$ cat src/rtl/png_chunk_parser_pkg.sv
// Shared constants for the PNG chunk parser: signature, chunk types, error codes, FSM states.
package png_chunk_parser_pkg;

    typedef enum logic [2:0] {
        ST_IDLE,
        ST_SIG,
        ST_LEN,
        ST_TYP,
        ST_DAT,
        ST_CRC,
        ST_ERR
    } state_t;

    localparam logic [63:0] PNG_SIG  = 64'h8950_4E47_0D0A_1A0A;
    localparam logic [31:0] TYP_IHDR = 32'h4948_4452;
    localparam logic [31:0] TYP_IDAT = 32'h4944_4154;
    localparam logic [31:0] TYP_IEND = 32'h4945_4E44;
    localparam logic [31:0] CRC_INIT = 32'hFFFF_FFFF;

    localparam logic [1:0] ERR_NONE = 2'd0;
    localparam logic [1:0] ERR_SIG  = 2'd1;
    localparam logic [1:0] ERR_LEN  = 2'd2;
    localparam logic [1:0] ERR_CRC  = 2'd3;

    // Signature byte idx, 0 being the first byte in file order.
    function automatic logic [7:0] sig_byte(input logic [2:0] idx);
        logic [5:0] base;
        base = {3'd7 - idx, 3'b000};
        return PNG_SIG[base +: 8];
    endfunction

endpackage

$ cat src/rtl/png_chunk_parser_crc32_byte.sv
// Combinational single-byte update of the reflected CRC-32 (poly 0xEDB88320).
module png_crc32_byte (
    input  logic [31:0] crc_in,
    input  logic [7:0]  data,
    output logic [31:0] crc_out
);

    always_comb begin
        logic [31:0] c;
        c = crc_in ^ {24'd0, data};
        for (int i = 0; i < 8; i++) begin
            c = c[0] ? ((c >> 1) ^ 32'hEDB8_8320) : (c >> 1);
        end
        crc_out = c;
    end

endmodule

$ cat src/rtl/png_chunk_parser.sv
// PNG byte-stream chunk parser: signature, length/type headers, payload forwarding, CRC check.
// Macro PNG_CHUNK_PARSER_CRC_CHK_EN enables CRC checking; without it CRC bytes are skipped and reported ok.
module png_chunk_parser
    import png_chunk_parser_pkg::*;
#(
    parameter logic [31:0] LEN_MAX = 32'h7FFF_FFFF
) (
    input  logic        clk,
    input  logic        rstn,
    input  logic        start_i,
    input  logic        val_i,
    input  logic [7:0]  dat_i,
    output logic        hdr_val_o,
    output logic [31:0] hdr_len_o,
    output logic [31:0] hdr_typ_o,
    output logic        val_o,
    output logic [7:0]  dat_o,
    output logic        lst_o,
    output logic        crc_val_o,
    output logic        crc_ok_o,
    output logic        done_o,
    output logic        err_o,
    output logic [1:0]  err_code_o
);

    state_t      state;
    logic [2:0]  sig_cnt;
    logic [1:0]  byte_cnt;
    logic [31:0] rem;
    logic [31:0] len_sr;
    logic [31:0] typ_sr;
    logic [31:0] len_next;
    logic [31:0] typ_next;
    logic        crc_match;

    assign len_next = {len_sr[23:0], dat_i};
    assign typ_next = {typ_sr[23:0], dat_i};

`ifdef PNG_CHUNK_PARSER_CRC_CHK_EN
    logic [31:0] crc_q;
    logic [31:0] crc_upd;
    logic [31:0] crc_rx;

    png_crc32_byte u_crc (
        .crc_in (crc_q),
        .data   (dat_i),
        .crc_out(crc_upd)
    );

    assign crc_match = ({crc_rx[23:0], dat_i} == ~crc_q);

    // The running CRC covers type and payload bytes; it restarts when the next chunk's length begins.
    always_ff @(posedge clk or negedge rstn) begin
        if (!rstn) begin
            crc_q  <= CRC_INIT;
            crc_rx <= 32'd0;
        end else if (start_i) begin
            crc_q  <= CRC_INIT;
        end else if (val_i) begin
            if (state == ST_TYP || state == ST_DAT)
                crc_q <= crc_upd;
            else if (state == ST_CRC && byte_cnt == 2'd3)
                crc_q <= CRC_INIT;
            if (state == ST_CRC)
                crc_rx <= {crc_rx[23:0], dat_i};
        end
    end
`else
    assign crc_match = 1'b1;
`endif

    always_ff @(posedge clk or negedge rstn) begin
        if (!rstn) begin
            state      <= ST_IDLE;
            sig_cnt    <= 3'd0;
            byte_cnt   <= 2'd0;
            rem        <= 32'd0;
            len_sr     <= 32'd0;
            typ_sr     <= 32'd0;
            hdr_val_o  <= 1'b0;
            hdr_len_o  <= 32'd0;
            hdr_typ_o  <= 32'd0;
            val_o      <= 1'b0;
            dat_o      <= 8'd0;
            lst_o      <= 1'b0;
            crc_val_o  <= 1'b0;
            crc_ok_o   <= 1'b0;
            done_o     <= 1'b0;
            err_o      <= 1'b0;
            err_code_o <= ERR_NONE;
        end else begin
            hdr_val_o <= 1'b0;
            val_o     <= 1'b0;
            lst_o     <= 1'b0;
            crc_val_o <= 1'b0;
            crc_ok_o  <= 1'b0;
            done_o    <= 1'b0;
            if (start_i) begin
                state      <= ST_SIG;
                sig_cnt    <= 3'd0;
                byte_cnt   <= 2'd0;
                rem        <= 32'd0;
                err_o      <= 1'b0;
                err_code_o <= ERR_NONE;
            end else if (val_i) begin
                case (state)
                    ST_SIG: begin
                        if (dat_i != sig_byte(sig_cnt)) begin
                            state      <= ST_ERR;
                            err_o      <= 1'b1;
                            err_code_o <= ERR_SIG;
                        end else if (sig_cnt == 3'd7) begin
                            state   <= ST_LEN;
                            sig_cnt <= 3'd0;
                        end else begin
                            sig_cnt <= sig_cnt + 3'd1;
                        end
                    end
                    ST_LEN: begin
                        len_sr   <= len_next;
                        byte_cnt <= byte_cnt + 2'd1;
                        if (byte_cnt == 2'd3) begin
                            if (len_next > LEN_MAX) begin
                                state      <= ST_ERR;
                                err_o      <= 1'b1;
                                err_code_o <= ERR_LEN;
                            end else begin
                                state <= ST_TYP;
                            end
                        end
                    end
                    ST_TYP: begin
                        typ_sr   <= typ_next;
                        byte_cnt <= byte_cnt + 2'd1;
                        if (byte_cnt == 2'd3) begin
                            hdr_val_o <= 1'b1;
                            hdr_len_o <= len_sr;
                            hdr_typ_o <= typ_next;
                            rem       <= len_sr;
                            state     <= (len_sr != 32'd0) ? ST_DAT : ST_CRC;
                        end
                    end
                    ST_DAT: begin
                        val_o <= 1'b1;
                        dat_o <= dat_i;
                        rem   <= rem - 32'd1;
                        if (rem == 32'd1) begin
                            lst_o <= 1'b1;
                            state <= ST_CRC;
                        end
                    end
                    ST_CRC: begin
                        byte_cnt <= byte_cnt + 2'd1;
                        if (byte_cnt == 2'd3) begin
                            crc_val_o <= 1'b1;
                            crc_ok_o  <= crc_match;
                            if (!crc_match) begin
                                state      <= ST_ERR;
                                err_o      <= 1'b1;
                                err_code_o <= ERR_CRC;
                            end else if (typ_sr == TYP_IEND) begin
                                done_o <= 1'b1;
                                state  <= ST_IDLE;
                            end else begin
                                state <= ST_LEN;
                            end
                        end
                    end
                    default: ;
                endcase
            end
        end
    end

endmodule

$ cat config.mk
export PLATFORM = sky130hd
export DESIGN_NAME = png_chunk_parser
export DESIGN_NICKNAME = d
export VERILOG_FILES = /design/src/rtl/png_chunk_parser_pkg.sv /design/src/rtl/png_chunk_parser_crc32_byte.sv /design/src/rtl/png_chunk_parser.sv
export SDC_FILE = /design/constraint.sdc
export NUM_CORES = 1
export LEC_CHECK = 0
export CAP_MARGIN = 30
export CORE_MARGIN = 2
export CORE_UTILIZATION = 45
export CTS_CLUSTER_DIAMETER = 120
export CTS_CLUSTER_SIZE = 24
export DETAILED_ROUTE_END_ITERATION = 8
export GPL_TIMING_DRIVEN = 0
export HOLD_SLACK_MARGIN = 0.05
export PLACE_DENSITY = 0.72
export SLEW_MARGIN = 40
export SYNTH_ARGS = -nofsm -noshare
export SYNTH_HDL_FRONTEND = slang
export SYNTH_HIERARCHICAL = 1
export SYNTH_SLANG_ARGS = --single-unit
$ cat constraint.sdc
create_clock -name clk -period 2.3 [get_ports clk]
set_input_delay 0.46 -clock clk [delete_from_list [all_inputs] [get_ports clk]]
set_output_delay 0.46 -clock clk [all_outputs]
set_load 0.01 [all_outputs]
==> run_results.csv, run 1 <==
group,metric,value,unit
detailed_routing,ant_nets,0,
job,drv_cap,0,
setup_path,path_max_fanout,4,
floorplanning,io_pins,93,
clocking,clk_latency,440,ps
clocking,cts_tree,"done",
placed_design,io_buffers,90,
detailed_routing,first_pass_iters,5,
clocking,h-tree-depth,4,
sta,period_needed,2485,ps
clocking,clkSinkCount,184,
layout,final_common_cell,"dfrtp_1",
global_route,grt_max_degree,76,
detailed_routing,routed_via_density,5.872,
floorplanning,die_h,140.6,µm
synth,synth.top_cell.area_share,0.5485,
layout,fin_nets,892,
synth,ys_seq_elements,184,
sta,whs,426.5,ps
global_route,grt_usage,0.2365,
layout,drive_gt1_frac,0.2982,
synth,ys_types,59,
clocking,cts_buffers,17,
setup_path,end_kind,"flop",
sta,fin_crit_sh,1.080,
synth,async_flop_share,1.000,
synth,synth_edf_count,0,
synth,seq_area_frac_synth,0.5485,
layout,synthToLayoutAreaGrowth,28.20,%
floorplanning,start_util,0.4626,
placed_design,gp_congestion,0.9055,
clocking,clk_pin_slew,70,ps
layout,finalCoreUtilization,0.5930,
sta,relSlewSlack,0.5594,
sta,hold_viol_final,0,
synth,syn_area_per_cell,11.50,µm²
pwr,p_per_area,878.6,nW/µm²
detailed_routing,vias,6524,
sta,tightest_slew,660.8,ps
floorplanning,die_w,140.6,µm
sta,setup_violations,3,
setup_path,critical_path_required,2630,ps
detailed_routing,drcViolationCount,0,
global_route,grt-ovfl-total,0,
detailed_routing,wl_per_cell,20.44,µm
sta,finalMaxSlewViolations,0,
pwr,p_leak,0.004947,µW
sta,fmax,402.4,MHz
sta,rsz0062_at_grt,"yes",
hold_path,hold_class,"primary input to flop",
floorplanning,die_area,19760,µm²
clocking,cts_buffer_depth,2,
sta,fin_ws,-184.9,ps
outcome,status,"finished, violations left",
setup_path,crit_path_start_kind,"flop",
detailed_routing,wirelength,22.71,mm
sta,finClkSkew,7.762,ps
setup_path,criticalPathCategory,"flop to flop",
synth,synth_area,8394,µm²
clocking,clock-root-buffer,"clkbuf_16",
synth,synth_top_cell_by_area,"dfrtp_1",
synth,synthCells,730,
detailed_routing,drtIter0Drc,569,
global_route,first_global_vias,6525,
synth,yosys_warnings,6,
layout,layout_common_cells,"dfrtp_1 (183), mux2_2 (125), clkdlybuf4s50_1 (87)",
outcome,violations,"setup timing",
synth,synthesis.nets,753,
floorplanning,core,18150,µm²
floorplanning,rows,49,
pwr,ir_drop,535.3,µV
synth,synth_area_leaders,"dfrtp_1 (55%), mux2_2 (17%), o21ai_0 (3.9%), nand2_1 (3.0%), nor2_1 (2.1%)",
setup_path,critPathArrivalTime,2820,ps
layout,diodes,0,
placed_design,dp_hpwl,15.22,mm
global_route,grt_pass1_wl,36.44,mm
global_route,antenna_found_initial,0,
synth,synth_ff_type,"dfrtp_1",
-- layout make-up --
type	instances	area [µm²]
repair buffers	122	1190
plain buffers	36	191.4
inverters	12	47.55
flip-flops and latches	184	4606
fillers	1477	7386
well taps	229	286.5
clock inverters	14	158.9
multi-input cells	496	3852
clock buffers	18	429.2
-- stage by stage --
step                TNS (ps)  area [µm²]  std cells  setup slack, ps  power (µW)
floorplan             -15.18        8422        730           -15.18        5358
global placement    -1341310        9609       1049            -6957        6138
detailed placement    -62360        9671       1051           -861.5        6216
CTS                   -156.0       10520       1098           -153.6        9259
global route          -692.4       10760       1111           -234.6        9883
finish                -420.1       10760       1111           -184.9        9455
-- worst max-delay path, cell delays in order (launching register included) --
cell     delay (ps)
dfrtp_1         380
or4_4           560
or4_4           540
nor4_4          260
o21ai_2         110
a31o_4          230
mux2_4          290
-- cell families after synthesis --
family          count (synthesis)  share of synthesized area
fa+ha+maj                      11                    0.01640
xor+xnor                        4                   0.004174
mux                           134                     0.1792
flops                         184                     0.5485
compound gates                132                    0.09510
simple gates                  215                     0.1334
buf+inv                        50                    0.02325
-- sequential cells by signal (all words and copies together) (netlist names) --
signal	count
state	3
val_o	1
dat_o	8
hdr_len_o	32
lst_o	1
crc_ok_o	1
err_code_o	2
rem	32
hdr_val_o	1
err_o	1
byte_cnt	2
typ_sr	32
len_sr	32
sig_cnt	3
hdr_typ_o	32
done_o	1
-- metal layers --
layer	vias to the layer above	global-route usage	wire length [µm]
li1	2917	-	-
met1	3280	0.3420	10240
met2	283	0.3491	10220
met3	44	0.06895	1772
met4	0	0.06895	473
met5	-	0	0
-- Yosys cell counts (2+ instances only) --
| library cell | instances |
|---|---|
| nand3_1 | 6 |
| nand2b_1 | 11 |
| nor2b_1 | 5 |
| xnor2_1 | 3 |
| nor4bb_1 | 3 |
| mux2i_1 | 7 |
| nor4_1 | 15 |
| dfrtp_1 | 184 |
| nor4_2 | 2 |
| nor3b_1 | 3 |
| o21ai_0 | 66 |
| nor4b_1 | 4 |
| nor3_1 | 24 |
| buf_1 | 7 |
| clkbuf_1 | 27 |
| inv_1 | 12 |
| ha_1 | 11 |
| or4_1 | 2 |
| a21oi_1 | 29 |
| a22oi_1 | 6 |
| nor2_1 | 46 |
| o311ai_0 | 4 |
| or2_2 | 4 |
| or3b_2 | 2 |
| buf_2 | 3 |
| mux2_2 | 126 |
| a21o_1 | 4 |
| nand2_1 | 67 |
| a211oi_1 | 3 |
| or4_4 | 2 |
| nand4_1 | 6 |
| and3_1 | 3 |
| a221oi_1 | 2 |
| nand4b_1 | 3 |
| a32oi_1 | 4 |
-- report_power, final --
group	leakage, µW	total (µW)	internal (µW)	switching (µW)
sequential	0.00252	4180	3670	515
combinational	0.00215	2320	1090	1230
clock	0.000282	2950	1540	1410
-- final timing paths --
check                          from  slack, ps       endpoint  cells past startpoint
setup / recovery            rem[26]       -180       state[1]                      6
hold / removal                val_i        430          err_o                      3
setup reg to reg            rem[26]       -180       state[1]                      6
hold reg to reg            dat_o[7]        490       dat_o[7]                      2
max in group asynchronous      rstn       1060   hdr_len_o[3]                      3
min in group asynchronous      rstn        530  hdr_len_o[12]                      2
-- repair_timing --
action	CTS	global route
resized for setup	45	46
setup endpoints to repair	133	101
hold endpoints to repair	55	0
pin swaps	11	11
setup buffers	15	14
hold buffers	1	0
No activity file was read; power rests on OpenSTA's default activity.
==> run 2: changes to the inputs <==
--- a/config.mk
+++ b/config.mk
@@ -5,6 +5,7 @@
 export SDC_FILE = /design/constraint.sdc
 export NUM_CORES = 1
 export LEC_CHECK = 0
+export ABC_CLOCK_PERIOD_IN_PS = 2300
 export CAP_MARGIN = 30
 export CORE_MARGIN = 2
 export CORE_UTILIZATION = 45
==> results of run 2 <==
No change in the layout: final DEF, timing and power equal those of run 1.
